`src/rtl/csi2_video_gate.sv`:
```
// csi2_video_gate: frame-aligned gate and FIFO between a non-stallable CSI-2 video source and a back-pressuring AXI-Stream sink.
//   clk_i/rst_i                   : clock, synchronous active-high reset
//   enable_i, clear_stat_i        : gate enable, drop-counter clear
//   video_t{valid,data,user,last}_i : upstream beats (no tready)
//   video_t{valid,ready,data,user,last}_o/_i : downstream show-ahead stream
//   overflow_stb_o, dropped_frames_o, fifo_used_o : overflow pulse, saturating drop count, fill level
module csi2_video_gate #(
  parameter int DATA_WIDTH = 16,
  parameter int FIFO_DEPTH = 64
) (
  input  logic                          clk_i,
  input  logic                          rst_i,
  input  logic                          enable_i,
  input  logic                          clear_stat_i,
  input  logic                          video_tvalid_i,
  input  logic [DATA_WIDTH-1:0]         video_tdata_i,
  input  logic                          video_tuser_i,
  input  logic                          video_tlast_i,
  output logic                          video_tvalid_o,
  input  logic                          video_tready_i,
  output logic [DATA_WIDTH-1:0]         video_tdata_o,
  output logic                          video_tuser_o,
  output logic                          video_tlast_o,
  output logic                          overflow_stb_o,
  output logic [15:0]                   dropped_frames_o,
  output logic [$clog2(FIFO_DEPTH):0]   fifo_used_o
);
  localparam int AW = $clog2(FIFO_DEPTH);
  localparam int EW = DATA_WIDTH + 2;
  typedef enum logic [1:0] {IDLE, PASS, DROP} state_t;
  state_t r_state, w_state_nxt;
  logic [EW-1:0] r_mem [FIFO_DEPTH];
  logic [AW-1:0] r_wr_ptr, r_rd_ptr;
  logic [AW:0] r_used;
  logic [15:0] r_drop;
  logic r_ovf, w_full, w_empty, w_wr, w_pop, w_ovf, w_sof, w_stop;
  // full comes from the registered level, so a same-cycle pop never frees a slot for the incoming beat
  assign w_full = r_used == (AW+1)'(FIFO_DEPTH);
  assign w_empty = r_used == '0;
  assign w_pop = !w_empty && video_tready_i;
  assign w_sof = video_tvalid_i && video_tuser_i;
  // a new frame seen while disabled closes the gate at the frame boundary
  assign w_stop = w_sof && !enable_i;
  always_ff @(posedge clk_i) begin
    if (rst_i) r_state <= IDLE;
    else r_state <= w_state_nxt;
  end
  always_comb begin
    w_state_nxt = r_state;
    case (r_state)
      IDLE: w_state_nxt = (w_sof && enable_i && !w_full) ? PASS : IDLE;
      PASS: w_state_nxt = w_stop ? IDLE : (video_tvalid_i && w_full) ? DROP : PASS;
      DROP: w_state_nxt = w_stop ? IDLE : (w_sof && !w_full) ? PASS : DROP;
      default: w_state_nxt = IDLE;
    endcase
  end
  always_comb begin
    w_wr = 1'b0;
    w_ovf = 1'b0;
    case (r_state)
      IDLE: w_wr = w_sof && enable_i && !w_full;
      PASS: begin
        w_wr = video_tvalid_i && !w_stop && !w_full;
        w_ovf = video_tvalid_i && !w_stop && w_full;
      end
      DROP: w_wr = w_sof && enable_i && !w_full;
      default: w_wr = 1'b0;
    endcase
  end
  always_ff @(posedge clk_i) begin
    if (w_wr) r_mem[r_wr_ptr] <= {video_tuser_i, video_tlast_i, video_tdata_i};
  end
  always_ff @(posedge clk_i) begin
    if (rst_i) begin
      r_wr_ptr <= '0;
      r_rd_ptr <= '0;
      r_used <= '0;
      r_ovf <= 1'b0;
      r_drop <= '0;
    end else begin
      if (w_wr) r_wr_ptr <= r_wr_ptr + 1'b1;
      if (w_pop) r_rd_ptr <= r_rd_ptr + 1'b1;
      r_used <= r_used + (AW+1)'(w_wr) - (AW+1)'(w_pop);
      r_ovf <= w_ovf;
      r_drop <= clear_stat_i ? '0 : (w_ovf && r_drop != 16'hFFFF) ? r_drop + 1'b1 : r_drop;
    end
  end
  assign video_tvalid_o = !w_empty;
  // outputs forced to zero while empty so reset leaves a clean, defined bus
  assign {video_tuser_o, video_tlast_o, video_tdata_o} = w_empty ? '0 : r_mem[r_rd_ptr];
  assign overflow_stb_o = r_ovf;
  assign dropped_frames_o = r_drop;
  assign fifo_used_o = r_used;
endmodule

```
`config.mk`:
```
export PLATFORM = sky130hd
export DESIGN_NAME = csi2_video_gate
export DESIGN_NICKNAME = d
export VERILOG_FILES = /design/src/rtl/csi2_video_gate.sv
export SDC_FILE = /design/constraint.sdc
export NUM_CORES = 1
export LEC_CHECK = 0
export ABC_CLOCK_PERIOD_IN_PS = 4400
export CAP_MARGIN = 20
export CORE_ASPECT_RATIO = 1.4
export CORE_MARGIN = 1.5
export CORE_UTILIZATION = 62
export CTS_CLUSTER_SIZE = 20
export DETAILED_ROUTE_END_ITERATION = 12
export PLACE_DENSITY_LB_ADDON = 0.1
export RECOVER_POWER = 100
export SKIP_LAST_GASP = 1
export SLEW_MARGIN = 25
export SYNTH_ARGS = -nofsm -noshare
export SYNTH_HDL_FRONTEND = slang
export SYNTH_SLANG_ARGS = --single-unit
export TNS_END_PERCENT = 5
```
`constraint.sdc`:
```
create_clock -name clk_i -period 4.4 [get_ports clk_i]
set_input_delay 0.44 -clock clk_i [delete_from_list [all_inputs] [get_ports clk_i]]
set_output_delay 0.44 -clock clk_i [all_outputs]
set_load 0.02 [all_outputs]
```
==> impl_metrics.env <==
export IMPL_vias=22991
export IMPL_power_leakage_nw=16.15
export IMPL_whs_ns=0.2397
export IMPL_seq_area_frac_synth=0.7621
export IMPL_grt_overflow_total=0
export IMPL_crit_chain="buf_8 -> nor2_1 -> nand2b_1 -> o221ai_1 -> a2111o_1 -> o41ai_1 -> clkdlybuf4s50_1"
export IMPL_met3_usage=0.04248
export IMPL_pwr_share_clk=0.361
export IMPL_synth_common_cells="1152 x edfxtp_1, 283 x mux4_2, 106 x nor2_1, 53 x nand2_1, 48 x mux2i_1"
export IMPL_drive_gt1_frac=0.2656
export IMPL_die_area_um2=76750
export IMPL_min_path_type="in2reg"
export IMPL_routabilityCongestion=0.8492
export IMPL_yosysWarnings=0
export IMPL_fin_skew_ns=0.03092
export IMPL_synth_cell_type_count=74
export IMPL_start_kind="register"
export IMPL_worstPathRequired_ns=3.96
export IMPL_synth_top_cell_area_share=0.7432
export IMPL_status="finished, violations left"
export IMPL_tightest_slew_ns=3.413
export IMPL_setup_viol=3
export IMPL_grt_usage=0.3004
export IMPL_top_usage_layer="met2"
export IMPL_ys_async_sr_fraction=0
export IMPL_rsz0062_at_grt="true"
export IMPL_grt_pass1_wl_mm=161.0
export IMPL_worstSetupPathType="reg2out"
export IMPL_cp_slowest_cell="clkdlybuf4s50_1"
export IMPL_start_util=0.6280
export IMPL_synth_largest_area_cell="edfxtp_1"
export IMPL_hold_viol=0
export IMPL_core_area_um2=74120
export IMPL_met2_usage=0.5019
export IMPL_drtIter0Drc=2591
export IMPL_maxCapViolCount=19
export IMPL_setup_slack_ns=-0.05645
export IMPL_fp_dieH_um=327.2
export IMPL_synth_edf_count=1152
export IMPL_min_period_over_period=1.013
export IMPL_postSynthCellCount=2162
export IMPL_clock_latency_ns=0.67
export IMPL_root_buffer="clkbuf_16"
export IMPL_cts_sinks=1196
export IMPL_use_met1=0.4012
export IMPL_portBuffers=66
export IMPL_avgViaCountPerCell=6.723
export IMPL_dp_hpwl_mm=65.10
export IMPL_drcViolationCount=4
export IMPL_swShare=0.2405
export IMPL_relSlewSlack=-1.275
export IMPL_antenna_left=0
export IMPL_internal_power_mw=20.36
export IMPL_cts_tree="done"
export IMPL_wl_mm=111.9
export IMPL_cpPeakStageDelay_ns=0.72
export IMPL_violations="DRC, capacitance limit, slew limit, setup timing"
export IMPL_syn_to_final_growth_pct=12.56
export IMPL_syn_area_per_cell_um2=21.53
export IMPL_pre_cts_slack_ns=0.3231
export IMPL_finalCriticalPeriod_ns=4.456
export IMPL_die_w_um=234.6
export IMPL_synth_area_um2=46550
export IMPL_cts_made_buffers=105
export IMPL_synth_nets=2199
export IMPL_p_seq_frac=0.472
export IMPL_grt_max_degree=65
export IMPL_clock_path_buffers=3
export IMPL_critPathBufInv=2
export IMPL_fmax_ghz=0.2244
export IMPL_route_detailed_wl_per_inst_um=32.71
export IMPL_path_clk_slew_ns=0.07
export IMPL_antenna_found_initial=3
export IMPL_netSwitchingPower_mw=6.445
export IMPL_crit_family="buffers and inverters"
export IMPL_comb_power_share=0.166
export IMPL_yosysMostFrequentCell="edfxtp_1"
export IMPL_endpoint_kind="output pin"
export IMPL_grt_pass1_vias=23264
export IMPL_dr_pass1_iters=11
export IMPL_max_vdd_ir_drop_uv=401.9
export IMPL_ys_ff_latch=1196
export IMPL_h_tree_depth=3
export IMPL_io_pins=67
export IMPL_nNetsFinal=2405
export IMPL_ys_flop_type="edfxtp_1"
export IMPL_maxSlewViolCount=1148
export IMPL_synthTopCellsByArea="edfxtp_1 74%, mux4_2 14%, dfxtp_1 1.9%"
export IMPL_row_count=118
export IMPL_cp_max_fo=54
export IMPL_power_per_cell_area_nw_per_um2=511.5
export IMPL_cp_arrival_ns=4.02
==> per-stage QoR <==
step           cell area, µm²  TNS (ns)  instances    util  power, mW
4_1_cts                 52680   -0.2457       3419  0.7108      26.97
5_1_grt                 52390   -0.3428       3419  0.7069      27.55
2_1_floorplan           46550         0       2162       -      15.93
3_3_place_gp            48880         0       3214  0.6595      17.23
6_report                52390  -0.08734       3420  0.7069      26.80
3_5_place_dp            48890         0       3214  0.6596      17.30
==> power groups by stage <==
stage / clock, mW / sequential [mW] / combinational (mW)
6_report: 9.69 / 12.7 / 4.45
5_1_grt: 10.2 / 12.7 / 4.70
4_1_cts: 9.79 / 12.6 / 4.53
3_5_place_dp: 0 / 12.9 / 4.36
3_3_place_gp: 0 / 12.9 / 4.30
2_1_floorplan: 0 / 12.9 / 3.08
==> logic make-up (layout without fill, tap and decap cells) <==
group	after synthesis	count (layout)	synth area share
compound gates	173	173	0.02589
xor+xnor	20	20	0.003763
fa+ha+maj	13	13	0.003656
buf+inv	128	425	0.01780
flops	1196	1196	0.7621
mux	354	354	0.1570
other cells	0	1	0
simple gates	278	278	0.02978
==> per-layer routing <==
layer | part of all wire | routed length (µm)
met5 | 0.00019 | 21
met4 | 0.044 | 4880
met3 | 0.074 | 8247
met2 | 0.52 | 57760
met1 | 0.37 | 40950
==> final timing paths <==
check	start	end	slack, ns	depth (start not counted)
max reg2reg	fifo_used_o[4]$_SDFF_PP0_	r_mem[15][5]$_DFFE_PP_	0.28	8
min reg2reg	dropped_frames_o[15]$_SDFFE_PP0P_	dropped_frames_o[15]$_SDFFE_PP0P_	0.50	2
max	register	video_tdata_o[14]	-0.06	7
min	video_tdata_i[12]	r_mem[13][12]$_DFFE_PP_	0.24	1
==> sequential cells by signal, indices dropped and copies added (netlist names), named ones only <==
register / cells
fifo_used_o: 7
r_wr_ptr: 6
dropped_frames_o: 16
r_rd_ptr: 6
r_mem: 1152
overflow_stb_o: 1
r_state: 2
==> final cells by class <==
| class | count | area, µm² |
|---|---|---|
| antenna | 1 | 2.502 |
| clock buffer | 127 | 2910 |
| sequential | 1196 | 35490 |
| timing repair buffer | 212 | 1600 |
| tap | 960 | 1201 |
| clock inverter | 71 | 779.5 |
| multi-input combinational | 838 | 10350 |
| inverter | 15 | 56.30 |
| fill | 4517 | 21720 |
==> layout by cell type, fill, tap and decap left out, types with 28 or more instances in the layout <==
cell           synthesis  routed
mux4_2               283     283
dfxtp_1               44      40
a21oi_1               36      34
clkbuf_16              0     113
mux2i_1               48      48
buf_4                 15      48
edfxtp_1            1152    1152
dlygate4sd3_1          0      28
nor2_2                 0      43
nand2_1               53      53
clkbuf_1              21      44
o22ai_1               39      39
nor2b_1               29      28
nor2_1               106      63
clkbuf_2               0      57
==> timing repair <==
item | in CTS | in global routing
pin swaps | 0 | 0
resized for setup | 1 | 3
hold buffers | 0 | 0
buffers inserted | 6 | 0
setup endpoints to repair | 16 | 8
cloned | 1 | 0
No activity file was read; power rests on OpenSTA's default activity.
